--- config.mk ---
export PLATFORM = sky130hd
export DESIGN_NAME = fifo_sc_m
export DESIGN_NICKNAME = d
export VERILOG_FILES = /design/src/rtl/fifo_sc_m.sv
export SDC_FILE = /design/constraint.sdc
export NUM_CORES = 1
export LEC_CHECK = 0
export CORE_MARGIN = 4
export CORE_UTILIZATION = 55
export CTS_BUF_LIST = sky130_fd_sc_hd__clkbuf_4
export DETAILED_ROUTE_END_ITERATION = 10
export PLACE_DENSITY_LB_ADDON = 0.08
export SLEW_MARGIN = 20
export SYNTH_ARGS = -nofsm -noshare
export SYNTH_HDL_FRONTEND = slang
export SYNTH_SLANG_ARGS = --single-unit
--- constraint.sdc ---
create_clock -name clk -period 7.2 [get_ports clk]
set_clock_uncertainty 0.1 [all_clocks]
set_input_delay 1.44 -clock clk [delete_from_list [all_inputs] [get_ports clk]]
set_output_delay 1.44 -clock clk [all_outputs]
set_load 0.02 [all_outputs]
--- src/rtl/fifo_sc_m.sv ---
// fifo_sc_m: single-clock first-word-fall-through FIFO with a typed item,
// occupancy count, programmable almost-full/almost-empty thresholds, flush,
// and sticky overflow/underflow flags. All status outputs are registered.
//
// Handshake: a push is accepted on a rising edge when push & ~full, and a pop
// is accepted when pop & ~empty. Neither is accepted in a flush cycle. head
// carries the oldest item whenever empty==0. It is driven only from registered
// state, so it has no combinational path from push or pop.
module fifo_sc_m #(
  parameter type   DATA_ITEM_TYPE = logic,
  parameter int    DEPTH          = 32,
  parameter int    AF_THRESH      = DEPTH - 2,
  parameter int    AE_THRESH      = 1,
  parameter string MEMTYPE        = "auto",
  localparam int   CW             = $clog2(DEPTH + 1)
) (
  input  logic          clk,
  input  logic          rst,
  input  logic          flush,
  input  DATA_ITEM_TYPE tail,
  input  logic          push,
  output DATA_ITEM_TYPE head,
  input  logic          pop,
  output logic          full,
  output logic          empty,
  output logic          almost_full,
  output logic          almost_empty,
  output logic [CW-1:0] count,
  output logic          overflow,
  output logic          underflow
);

  localparam int AW = $clog2(DEPTH);
  localparam logic [CW-1:0] DEPTH_C = CW'(DEPTH);
  localparam logic [CW-1:0] AF_C    = CW'(AF_THRESH);
  localparam logic [CW-1:0] AE_C    = CW'(AE_THRESH);

  // Reject illegal configurations at elaboration time.
  if ((DEPTH < 2) || ((DEPTH & (DEPTH - 1)) != 0)) begin : g_bad_depth
    $error("fifo_sc_m: DEPTH must be a power of 2 and >= 2");
  end
  if ((AF_THRESH < 1) || (AF_THRESH > DEPTH)) begin : g_bad_af
    $error("fifo_sc_m: AF_THRESH must be in 1..DEPTH");
  end
  if ((AE_THRESH < 0) || (AE_THRESH > DEPTH - 1)) begin : g_bad_ae
    $error("fifo_sc_m: AE_THRESH must be in 0..DEPTH-1");
  end

  DATA_ITEM_TYPE mem_q [DEPTH];

  logic [AW-1:0] wr_ptr_q, wr_ptr_d;
  logic [AW-1:0] rd_ptr_q, rd_ptr_d;
  logic [CW-1:0] count_q, count_d;
  logic          full_q, empty_q, af_q, ae_q;
  logic          ovf_q, ovf_d, udf_q, udf_d;
  logic          push_ok, pop_ok;

  // Acceptance, pointer/count next state, and sticky error flags.
  always_comb begin
    push_ok  = push & ~full_q & ~flush;
    pop_ok   = pop & ~empty_q & ~flush;
    wr_ptr_d = wr_ptr_q + AW'(push_ok);
    rd_ptr_d = rd_ptr_q + AW'(pop_ok);
    count_d  = count_q + CW'(push_ok) - CW'(pop_ok);
    ovf_d    = ovf_q | (push & full_q & ~flush);
    udf_d    = udf_q | (pop & empty_q & ~flush);
    if (flush) begin
      wr_ptr_d = '0;
      rd_ptr_d = '0;
      count_d  = '0;
    end
  end

  // Pointer, count and status registers; status follows the next count.
  always_ff @(posedge clk) begin
    if (rst) begin
      wr_ptr_q <= '0;
      rd_ptr_q <= '0;
      count_q  <= '0;
      full_q   <= 1'b0;
      empty_q  <= 1'b1;
      af_q     <= 1'b0;
      ae_q     <= 1'b1;
      ovf_q    <= 1'b0;
      udf_q    <= 1'b0;
    end else begin
      wr_ptr_q <= wr_ptr_d;
      rd_ptr_q <= rd_ptr_d;
      count_q  <= count_d;
      full_q   <= (count_d == DEPTH_C);
      empty_q  <= (count_d == '0);
      af_q     <= (count_d >= AF_C);
      ae_q     <= (count_d <= AE_C);
      ovf_q    <= ovf_d;
      udf_q    <= udf_d;
    end
  end

  // Storage array, written at the write pointer on an accepted push; no reset.
  always_ff @(posedge clk) begin
    if (push_ok) begin
      mem_q[wr_ptr_q] <= tail;
    end
  end

  if (MEMTYPE == "distributed") begin : g_dist
    DATA_ITEM_TYPE hold_q;

    // Remember the presented head so it persists once the FIFO drains.
    always_ff @(posedge clk) begin
      if (rst || flush) begin
        hold_q <= '0;
      end else if (!empty_q) begin
        hold_q <= mem_q[rd_ptr_q];
      end
    end

    assign head = empty_q ? hold_q : mem_q[rd_ptr_q];
  end else begin : g_prefetch
    DATA_ITEM_TYPE head_q;

    // Prefetch the item that will be oldest after this edge. When no stored
    // item survives the pop, the new head is the item being written now.
    always_ff @(posedge clk) begin
      if (rst || flush) begin
        head_q <= '0;
      end else if ((count_d != '0) && (empty_q || pop_ok)) begin
        head_q <= (count_q == CW'(pop_ok)) ? tail : mem_q[rd_ptr_d];
      end
    end

    assign head = head_q;
  end

  assign full         = full_q;
  assign empty        = empty_q;
  assign almost_full  = af_q;
  assign almost_empty = ae_q;
  assign count        = count_q;
  assign overflow     = ovf_q;
  assign underflow    = udf_q;

endmodule

; ---- Word-level counts from Yosys, hierarchy flattened
; Memory sizes are Yosys's and may differ from the RTL's.
; Cells that the tools add are included.
[classes]
add_sub_neg = 4
order_cmp = 2
n_eq_ne = 2
muxes = 5
bitwise_logic = 13
reduce_logical = 6
[ops]
columns = op, count
row1 = 5-bit by 1-bit adder with 5-bit output, 2
row2 = 1-bit bitwise AND, 8
row3 = 6-bit by 1-bit adder with 6-bit output, 1
row4 = 6-bit by 1-bit == test with 1-bit output, 1
row5 = "6-bit == test, second input constant", 1
row6 = "6-bit by 5-bit greater-or-equal comparator with 1-bit output, second input constant", 1
row7 = "6-bit by 1-bit <= comparator with 1-bit output, second input constant", 1
row8 = 6-bit zero test, 1
row9 = 6-bit 2-to-1 mux, 1
row10 = 6-bit nonzero test, 1
row11 = 6-bit by 1-bit subtractor with 6-bit output, 1
row12 = 5-bit 2-to-1 mux, 1
row13 = 1-bit 2-to-1 mux, 3
row14 = 1-bit inverter, 3
row15 = 1-bit logical OR, 2
row16 = 1-bit OR, 2
row17 = 2-bit OR reduction, 1
row18 = 1-bit logical AND, 1
[word_totals]
reg_bits = 23
ramBits = 32
in_bits = 6
output_inout_bits = 13
elab_cells = 43
mem_count = 1
[mem_list]
columns = name, depth, word_bits, rd, rd_clocked_by_memory_dff, wr, line
row1 = mem_q, 32, 1, 1, 0, 1, 49  ; DATA_ITEM_TYPE mem_q [DEPTH];

; ---- Longest topological paths before layout
; Gate-level depths: netlist (run 1).
[logic_depth]
ltp_word = 8
ltp_mapped = 11
depth_no_buf = 10

; ---- Least setup slack after synthesis (run 1)
; OpenSTA, ideal clock, no wires.
[synth_timing]
kind = input -> register
from = in flush
to = reg g_prefetch.head_q (netlist: head)
setup_ns = 0.069
arrival_time_ns = 3.628
t_required_ns = 7.031
path_slack_ns = 3.404
stages = 10
path_buffers = 1
cell_sequence = buf_6 nor3b_2 nand2b_1 ha_1 a211oi_1 nor4_1 nand3b_2 a41oi_1 mux2_2 o21ai_1
[synth_via]
elab_chain_cells = 7
elab_cells_between_ends = 15
cone_classes = add/sub: 3 / eq/ne: 1 / mux: 3 / bitwise: 3 / reduce/logical: 4 / memory: 1
[synth_rtl]
columns = item, line
row1 = start: declaration, 19  ; input logic flush,
row2 = 1-bit inverter, "60, 61"
row3 = 1-bit bitwise AND, 60  ; push_ok = push & ~full_q & ~flush;
row4 = 6-bit by 1-bit adder with 6-bit output, 64  ; count_d = count_q + CW'(push_ok) - CW'(pop_ok);
row5 = 6-bit by 1-bit subtractor with 6-bit output, 64
row6 = 6-bit 2-to-1 mux, 67  ; if (flush) begin
row7 = 6-bit nonzero test, 127  ; end else if ((count_d != '0) && (empty_q || pop_ok)) begin
row8 = 1-bit logical AND, 127
row9 = end signal: assignment, 128  ; head_q <= (count_q == CW'(pop_ok)) ? tail : mem_q[rd_ptr_d];
row10 = end: declaration, 120  ; DATA_ITEM_TYPE head_q;
; Parallel ways exist; a longest one is shown, timed or not.
; A chain may end at the register's enable or synchronous reset.

; ---- Worst setup path in the final report (run 1)
; Ends and elaborated chain as after synthesis.

==> results of run 1 <==
==> power groups by stage <==
stage | combinational, mW | sequential, mW | clock, mW
global route | 0.126 | 0.348 | 0.191
global placement | 0.113 | 0.354 | 0
detailed placement | 0.113 | 0.354 | 0
floorplan | 0.0681 | 0.362 | 0
finish | 0.114 | 0.346 | 0.172
CTS | 0.114 | 0.347 | 0.176
==> routing by layer <==
layer / routed length [um] / global-route usage / up-vias
met3: 292 / 0.04472 / 8
met5: 0 / 0 / -
met1: 2522 / 0.2677 / 902
met4: 66 / 0.05769 / 0
li1: - / - / 915
met2: 2249 / 0.2723 / 47
==> kinds of logic (layout without fill, tap and decap cells) <==
logic type / after synthesis / in the layout
DFF: 55 / 55
AOI/OAI and AO/OA: 33 / 33
muxes: 10 / 10
and+or+nand+nor: 106 / 106
adders and majority gates: 12 / 12
buffers and inverters: 21 / 37
xor gates and xnor gates: 10 / 10
==> layout by cell type, fill, tap and decap left out, types with 5 or more instances in the layout <==
cell type        instances
nand3b_1                 5
edfxtp_1                32
nand3_1                 10
nor2_1                  54
inv_1                   10
a21oi_1                  5
xor2_1                   5
nor2b_1                  6
ha_1                    11
and2_1                   6
clkdlybuf4s50_1         18
dfxtp_1                 23
xnor2_1                  5
clkbuf_4                 7
==> registers in the layout, summed over array words and instances (netlist names), 5 cells and up <==
register / cells
mem_q: 32
rd_ptr_q: 5
wr_ptr_q: 5
count: 6
==> path summary, 6_finish.rpt <==
kind,startpoint,end,slack [ns],cells past startpoint
hold reg to reg,overflow$_SDFF_PP0_,overflow$_SDFF_PP0_,0.39,2
setup reg to reg,full$_SDFF_PP0_,head$_SDFFE_PP0P_,4.24,10
setup / recovery,flush,head$_SDFFE_PP0P_,2.54,11
hold / removal,overflow$_SDFF_PP0_,overflow$_SDFF_PP0_,0.39,2
==> cell type report <==
type	instances	area share
repair buffers	18	0.05970
multi-input cells	171	0.4005
well taps	67	0.02778
inverters	11	0.01368
flip-flops and latches	55	0.4710
clock inverters	1	0.009950
clock buffers	7	0.01741
==> worst reg2reg max path, cell delays in order, from the launching register on <==
cell and delay, ns:
dfxtp_1 0.35, nor3b_2 0.44, xor2_1 0.16, ha_1 0.24, fa_1 0.41, a21oi_1 0.19, o21bai_1 0.09, xnor2_1 0.32
a41oi_1 0.23, mux2_2 0.31, o21ai_1 0.06
==> cells in the mapped netlist, types with 4 or more instances <==
cell,n
a21oi_1,5
o21ai_0,4
edfxtp_1,32
nand3b_1,5
xor2_1,5
inv_1,10
and2_1,6
nor2b_1,6
ha_1,11
mux2i_1,4
dfxtp_1,23
nand2_1,4
nand3_1,10
nor2_1,54
xnor2_1,5
==> run summary, run 1 <==
Status = finished clean
Post-synthesis mux area share = 0.05188
Tmin final = 4.655 ns
CP cell instances = clkdlybuf4s50_1, nor3b_2, xor2_1, ha_1, fa_1, a21oi_1, o21bai_1, xnor2_1, a41oi_1, mux2_2, o21ai_1
Sw frac = 0.2529
Max Root-Sink Buffers = 2
Adder-cell area share of the yosys netlist = 0.05785
Leakage power total = 1.011 nW
EDFF count, synth = 32
Post-Synth XOR/XNOR Area = 0.03214
Final Max Tran Viols = 0
Core Util, Final = 0.6347
First-pass GRT wire length = 8.769 mm
Mean area per synthesized cell = 11.03 um^2
Worst path slowest cell = clkdlybuf4s50_1
Yosys warnings = 0
Pwr dens = 209.5 mW/mm^2
Critical-path maximum fanout = 18
Die width = 78.39 um
Final Setup Violations = 0
Filler cells = 411
Inst Count DP = 322
Starting Density = 0.5732
TritonRoute pass-1 iters = 4
Number of antenna diodes = 0
Sequential-to-total area share from yosys stat = 0.5216
Layout Area Growth over Synthesis = 10.74%
Pre-CTS WS = 2.161 ns
GRT Overall Usage = 0.1841
Ratio of cells with drive above 1 in the final layout = 0.09886
Syn_nets = 265
Total die area = 0.006145 mm^2
Post-Layout Inst Area = 0.003018 mm^2
Crit path capture type = flip-flop
Maximum VDD drop = 0.0001094 V
Multi-input combinational cell area = 0.001209 mm^2
Min-Delay Path Class = flip-flop to flip-flop
Final Net Count = 280
Mapped cell area = 0.002725 mm^2
Antenna violations before repair = 0
Root buffer cell = clkbuf_4
IO Pins = 19
Distinct cell type count after synthesis = 57
Final Hold Fails = 0
Yosys top cell by area = edfxtp_1
Async SR Flop Fraction = 0
Largest net degree at the start of global routing = 34
Hold Buf Count CTS = 0
Max H-tree Level = 2
Area share of the largest cell type after synthesis = 0.3526
CTS resizes = 0
Final period utilization = 0.6466
Clock power share = 0.272
Compound-gate portion of the synthesized area = 0.09550
Crit-path leading delay family = buffers and inverters
Inserted Clock Buffers = 5
Vias in the first global route = 1,756
Sequential power share = 0.548
DRC violations left = 0
Placer Congestion = 0.8542
Top post-synthesis cells by area = edfxtp_1 (35%), dfxtp_1 (17%), nor2_1 (7.4%)
Final non-filler cell total = 330
Slew @ Worst Pin = 0.9780 ns
CTS clk-pin slew, worst paths = 0.15 ns
Most used DFF post-synth = edfxtp_1
Via-to-Cell Ratio = 5.673
CTS tree = done
Psw = 159.9 uW
Min Hold Slack = 0.3867 ns
Critical path's largest stage delay = 0.81 ns
GRT overflow = 0
Largest family of logic cells by synthesized area = simple AND/OR/NAND/NOR gates
Internal power = 472.5 uW
Postcts setup bufs = 0
Core area = 0.004755 mm^2
Register bit count reported by yosys = 55
Worst path bufs/invs = 1
Routed len/inst = 15.55 um
Register area = 0.001421 mm^2
Worst-skew pair later-pin latency = 0.37 ns
Simple-Gate Fraction of Synth Area = 0.2062
Worst path arrival time = 4.88 ns
IO Port Bufs = 18
Combinational power share = 0.180
Crit path required time = 7.42 ns
Post-DP HPWL = 3.771 mm
Initial DRC count = 110
Final Power = 632.4 uW
Startpoint Class = input pin
RSZ-0062 raised after global routing = no
Syn Inst Count = 247
Slew headroom = 0.3459
CP Class = input pin to flip-flop
Cell Rows = 25
Placed inst area = 0.002935 mm^2
Worst setup margin = 2.545 ns
Antenna viol nets, final = 0
Drt total wl = 5.131 mm
Die Y = 78.39 um
CTS sink cnt = 55
Vias = 1,872
Fmax = 214.8 MHz
Setup tns final = 0 ns
Max-Cap Viols = 0
Power figures use the tool's default switching activity.
==> run 2: changes to the inputs <==
==> constraint.sdc (replaced) <==
create_clock -name clk -period 3.8 [get_ports clk]
set_clock_uncertainty 0.1 [all_clocks]
set_input_delay 0.76 -clock clk [delete_from_list [all_inputs] [get_ports clk]]
set_output_delay 0.76 -clock clk [all_outputs]
set_load 0.02 [all_outputs]
==> run summary, run 2 (synthesis results as in run 1) <==
Status = finished clean (unchanged)
Inserted Clock Buffers = 5 (unchanged)
Starting Density = 0.5732 (unchanged)
First-pass GRT wire length = 9.266 mm (was 8.769 mm)
Worst setup margin = 0.5098 ns (was 2.545 ns)
Crit path required time = 4.02 ns (was 7.42 ns)
Via-to-Cell Ratio = 5.631 (was 5.673)
Cell Rows = 25 (unchanged)
Antenna viol nets, final = 0 (unchanged)
WL met2 = 2.528 mm (was 2.249 mm)
Core area = 0.004755 mm^2 (unchanged)
Largest register FFs = 32 (unchanged)
TritonRoute pass-1 iters = 5 (was 4)
Startpoint Class = input pin (unchanged)
Leakage power total = 1.036 nW (was 1.011 nW)
GRT Overall Usage = 0.1944 (was 0.1841)
IO Pins = 19 (unchanged)
Root buffer cell = clkbuf_4 (unchanged)
Maximum VDD drop = 0.0002330 V (was 0.0001094 V)
Slew @ Worst Pin = 0.7218 ns (was 0.9780 ns)
Die width = 78.39 um (unchanged)
Hold Buf Count CTS = 0 (unchanged)
Multi-input combinational cell area = 0.001209 mm^2 (unchanged)
CP cell instances = clkdlybuf4s50_1, nor3b_4, xor2_1, ha_1, fa_1, nor2_1, nand2_1, a21oi_1, a41oi_1, mux2_2, o21ai_1 (was clkdlybuf4s50_1, nor3b_2, xor2_1, ha_1, fa_1, a21oi_1, o21bai_1, xnor2_1, a41oi_1, mux2_2, o21ai_1)
Die Y = 78.39 um (unchanged)
GRT overflow = 0 (unchanged)
Worst path bufs/invs = 1 (unchanged)
Core Util, Final = 0.6442 (was 0.6347)
CTS sink cnt = 55 (unchanged)
CTS tree = done (unchanged)
Final Max Tran Viols = 0 (unchanged)
Critical path's largest stage delay = 0.53 ns (was 0.81 ns)
Antenna violations before repair = 0 (unchanged)
Min Hold Slack = 0.3973 ns (was 0.3867 ns)
Tmin final = 3.290 ns
Top layer in use = met4 (unchanged)
WL met1 = 2.623 mm (was 2.522 mm)
RSZ-0062 raised after global routing = no (unchanged)
Number of antenna diodes = 0 (unchanged)
IO Port Bufs = 18 (unchanged)
Total die area = 0.006145 mm^2 (unchanged)
Slew headroom = 0.5173 (was 0.3459)
Pre-CTS WS = 0.1689 ns (was 2.161 ns)
DR WL met3 = 275 um (was 292 um)
Critical-path maximum fanout = 4 (was 18)
Reg with most FFs = mem_q (unchanged)
Vias in the first global route = 1,844 (was 1,756)
Placer Congestion = 0.9021 (was 0.8542)
Worst-skew pair later-pin latency = 0.37 ns (about the same)
Post-DP HPWL = 4.065 mm (was 3.771 mm)
Filler cells = 427 (was 411)
Max H-tree Level = 2 (unchanged)
Final period utilization = 0.8658
CP Class = input pin to flip-flop (unchanged)
Postcts setup bufs = 0 (unchanged)
Layout Area Growth over Synthesis = 12.40% (was 10.74%)
Initial DRC count = 191 (was 110)
Pwr dens = 395.4 mW/mm^2 (was 209.5 mW/mm^2)
Ratio of cells with drive above 1 in the final layout = 0.1190 (was 0.09886)
Largest net degree at the start of global routing = 22 (was 34)
Final Net Count = 286 (was 280)
Vias = 1,892 (was 1,872)
Worst path arrival time = 3.51 ns (was 4.88 ns)
Setup tns final = 0 ns (unchanged)
Crit path capture type = flip-flop (unchanged)
Fmax = 303.9 MHz
CTS clk-pin slew, worst paths = 0.15 ns (about the same)
Most frequent cells in the layout = nor2_1 (54), edfxtp_1 (32), dfxtp_1 (23), clkdlybuf4s50_1 (18), ha_1 (11) (unchanged)
Crit-path leading delay family = adder cells (was buffers and inverters)
Most common cell after layout, fill and taps aside = nor2_1 (unchanged)
Routed len/inst = 16.23 um (was 15.55 um)
Final Setup Violations = 0 (unchanged)
DRC violations left = 0 (unchanged)
Final Hold Fails = 0 (unchanged)
Register area = 0.001421 mm^2 (unchanged)
Drt total wl = 5.452 mm (was 5.131 mm)
Worst path slowest cell = clkdlybuf4s50_1 (unchanged)
Max Root-Sink Buffers = 2 (unchanged)
Max-Cap Viols = 0 (unchanged)
CTS resizes = 0 (unchanged)
Min-Delay Path Class = flip-flop to flip-flop (unchanged)
[run 2: cell count changes in the layout (fill, tap and decap cells not counted), sizes merged]
cell | previous run | this run
clkinvlp | 0 | 1
clkbuf | 7 | 6
buf | 0 | 6
[run 2: worst register-to-register path, stage by stage (launching register included)]
cell     delay, ns
dfxtp_1       0.41
nor3b_4       0.31
xor2_1        0.22
ha_1          0.22
fa_1          0.49
nor2_1        0.15
nand2_1       0.06
a21oi_1       0.20
a41oi_1       0.19
mux2_2        0.30
o21ai_1       0.06
[run 2: stage by stage]
step | total power [mW] | cells | cell area, um^2
after floorplan | 0.8148 | 247 | 2725
after global placement | 0.8964 | 328 | 2980
after detailed placement | 0.8977 | 328 | 2980
after CTS | 1.218 | 336 | 3063
after global routing | 1.264 | 336 | 3063
final | 1.211 | 336 | 3063
[run 2: layer usage]
metal,global-route usage,up-vias
met3,0.03670,2
met1,0.2792,907
met5,0,-
li1,-,929
met4,0.04196,0
met2,0.3082,54
[run 2: final timing paths]
check,from,endpoint,slack [ns],depth (start not counted)
worst max-delay path,flush,head$_SDFFE_PP0P_,0.51,11
worst min-delay path,overflow$_SDFF_PP0_,overflow$_SDFF_PP0_,0.40,2
worst max register to register,empty$_SDFF_PP1_,head$_SDFFE_PP0P_,1.03,10
worst min register to register,overflow$_SDFF_PP0_,overflow$_SDFF_PP0_,0.40,2
[run 2: final cells by class]
class | count | area share
sequential | 55 | 0.4641
multi-input combinational | 171 | 0.3946
timing repair buffer | 24 | 0.07353
tap | 67 | 0.02737
clock buffer | 6 | 0.01471
inverter | 11 | 0.01348
clock inverter | 2 | 0.01225
[run 2: power by group]
group / switching [mW] / internal [mW]
clock: 0.178 / 0.146
combinational: 0.126 / 0.104
sequential: 0.0115 / 0.645
total: 0.316 / 0.895
==> run 3: changes to the inputs <==
--- a/config.mk
+++ b/config.mk
@@ -9,7 +9,7 @@
 export CORE_UTILIZATION = 55
 export CTS_BUF_LIST = sky130_fd_sc_hd__clkbuf_4
 export DETAILED_ROUTE_END_ITERATION = 10
-export PLACE_DENSITY_LB_ADDON = 0.08
+export PLACE_DENSITY = 0.77
 export SLEW_MARGIN = 20
 export SYNTH_ARGS = -nofsm -noshare
 export SYNTH_HDL_FRONTEND = slang
==> run summary, run 3 (synthesis results as in run 1) <==
Status = finished clean (unchanged)
Fmax = 304.0 MHz (was 303.9 MHz)
Clock power share = 0.223 (was 0.268)
Slew headroom = 0.6292 (was 0.5173)
RR Startpoint = empty$_SDFF_PP1_ (unchanged)
Sw frac = 0.2823 (was 0.2610)
CTS resizes = 0 (unchanged)
CP Class = input pin to flip-flop (unchanged)
Final period utilization = 0.8657 (was 0.8658)
Post-DP HPWL = 4.094 mm (was 4.065 mm)
Vias = 1,912 (was 1,892)
Setup tns final = 0 ns (unchanged)
First-pass GRT wire length = 9.390 mm (was 9.266 mm)
GRT Overall Usage = 0.1993 (was 0.1944)
CTS tree = done (unchanged)
GRT overflow = 0 (unchanged)
Die Y = 78.39 um (unchanged)
Inserted Clock Buffers = 5 (unchanged)
Filler cells = 413 (was 427)
Starting Density = 0.5732 (unchanged)
Largest net degree at the start of global routing = 34 (was 22)
Final Net Count = 285 (was 286)
Worst-skew pair later-pin latency = 0.38 ns (was 0.37 ns)
Hold Buf Count CTS = 0 (unchanged)
Psw = 321.0 uW (was 316.1 uW)
Critical-path maximum fanout = 4 (unchanged)
CTS sink cnt = 55 (unchanged)
Tmin final = 3.290 ns (about the same)
Vias in the first global route = 1,981 (was 1,844)
Worst Hold Path EP = underflow$_SDFF_PP0_ (was overflow$_SDFF_PP0_)
DRC violations left = 0 (unchanged)
Leakage power total = 1.015 nW (was 1.036 nW)
Antenna viol nets, final = 0 (unchanged)
Multi-input combinational cell area = 0.001209 mm^2 (unchanged)
IO Pins = 19 (unchanged)
Most frequent cells in the layout = nor2_1 (54), edfxtp_1 (32), dfxtp_1 (23), clkdlybuf4s50_1 (18), ha_1 (11) (unchanged)
Most common cell after layout, fill and taps aside = nor2_1 (unchanged)
Internal power = 816.1 uW (was 895.1 uW)
Reg with most FFs = mem_q (unchanged)
IO Port Bufs = 18 (unchanged)
Combinational power share = 0.201 (was 0.190)
Startpoint Class = input pin (unchanged)
RSZ-0062 raised after global routing = no (unchanged)
Min-Delay Path Class = flip-flop to flip-flop (unchanged)
Root buffer cell = clkbuf_4 (unchanged)
CTS clk-pin slew, worst paths = 0.15 ns (about the same)
Core area = 0.004755 mm^2 (unchanged)
Final Setup Violations = 0 (unchanged)
Number of antenna diodes = 0 (unchanged)
Max H-tree Level = 2 (unchanged)
Min Hold Slack = 0.4077 ns (was 0.3973 ns)
Max-Cap Viols = 0 (unchanged)
Slew @ Worst Pin = 0.5542 ns (was 0.7218 ns)
Layout Area Growth over Synthesis = 11.02% (was 12.40%)
Initial DRC count = 191 (unchanged)
Crit path required time = 4.03 ns (was 4.02 ns)
Worst setup margin = 0.5103 ns (was 0.5098 ns)
Placed inst area = 0.002973 mm^2 (was 0.002980 mm^2)
Pre-CTS WS = 0.1210 ns (was 0.1689 ns)
Hold Path Origin = underflow$_SDFF_PP0_ (was overflow$_SDFF_PP0_)
Final Max Tran Viols = 0 (unchanged)
TritonRoute pass-1 iters = 4 (was 5)
RR Endpoint = head$_SDFFE_PP0P_ (unchanged)
Sequential power share = 0.577 (was 0.542)
Largest register FFs = 32 (unchanged)
Antenna violations before repair = 0 (unchanged)
Placer Congestion = 0.9162 (was 0.9021)
R2R setup slack = 1.04 ns (was 1.03 ns)
Post-Layout Inst Area = 0.003025 mm^2 (was 0.003063 mm^2)
Cell Rows = 25 (unchanged)
Routed len/inst = 16.32 um (was 16.23 um)
Hold path cells = 2 (unchanged)
Maximum VDD drop = 0.0001823 V (was 0.0002330 V)
Drt total wl = 5.468 mm (was 5.452 mm)
Worst path arrival time = 3.52 ns (was 3.51 ns)
Crit path capture type = flip-flop (unchanged)
Final Hold Fails = 0 (unchanged)
R2R depth = 9 (was 10)
Register area = 0.001421 mm^2 (unchanged)
Postcts setup bufs = 0 (unchanged)
Die width = 78.39 um (unchanged)
Total die area = 0.006145 mm^2 (unchanged)
Pwr dens = 375.9 mW/mm^2 (was 395.4 mW/mm^2)
Max Root-Sink Buffers = 2 (unchanged)
Via-to-Cell Ratio = 5.707 (was 5.631)
Ratio of cells with drive above 1 in the final layout = 0.1082 (was 0.1190)
## run 3: per-stage QoR
step	power [mW]	std cells	utilization
after floorplan	0.8148	247	-
after global placement	0.8930	327	0.6253
after detailed placement	0.8967	327	0.6253
after CTS	1.139	335	0.6363
after global routing	1.185	335	0.6363
final	1.137	335	0.6363
## run 3: layout make-up
cell class,instances,share of cell area
sequential,55,0.4698
multi-input combinational,171,0.3995
timing repair buffer,23,0.07196
tap,67,0.02771
inverter,11,0.01365
clock buffer,5,0.01241
clock inverter,3,0.004963
## run 3: worst max-delay path, cell delays in order
cell and delay, ns:
clkdlybuf4s50_1 0.52, nor3b_2 0.29, nand2b_1 0.21, ha_1 0.25
a211oi_1 0.42, nor4_1 0.10, nand3b_2 0.26, a41oi_1 0.29
mux2_2 0.36, o21ai_1 0.07
## run 3: how the worst max path moves through the flow
stage | endpoint | depth (start not counted) | startpoint | slack [ns]
final | head$_SDFFE_PP0P_ | 10 | flush | 0.51
after floorplan | head$_SDFFE_PP0P_ | 10 | flush | 0.68
after global routing | head$_SDFFE_PP0P_ | 10 | flush | 0.27
after CTS | head$_SDFFE_PP0P_ | 10 | flush | 0.53
after detailed placement | head$_SDFFE_PP0P_ | 10 | flush | 0.12
after global placement | head$_SDFFE_PP0P_ | 10 | flush | 0.22
## run 3: power groups by stage
stage | combinational, mW | sequential (mW) | clock [mW]
final | 0.228 | 0.656 | 0.253
after global routing | 0.249 | 0.659 | 0.277
after CTS | 0.228 | 0.656 | 0.254
after detailed placement | 0.227 | 0.670 | 0
after global placement | 0.224 | 0.669 | 0
after floorplan | 0.129 | 0.686 | 0
## run 3: layer usage
metal / global-route usage / share of wire / up-vias
met2: 0.3134 / 0.47 / 51
met5: 0 / 0 / -
li1: - / - / 928
met1: 0.2628 / 0.46 / 921
met4: 0.09266 / 0.023 / 0
met3: 0.04472 / 0.046 / 12
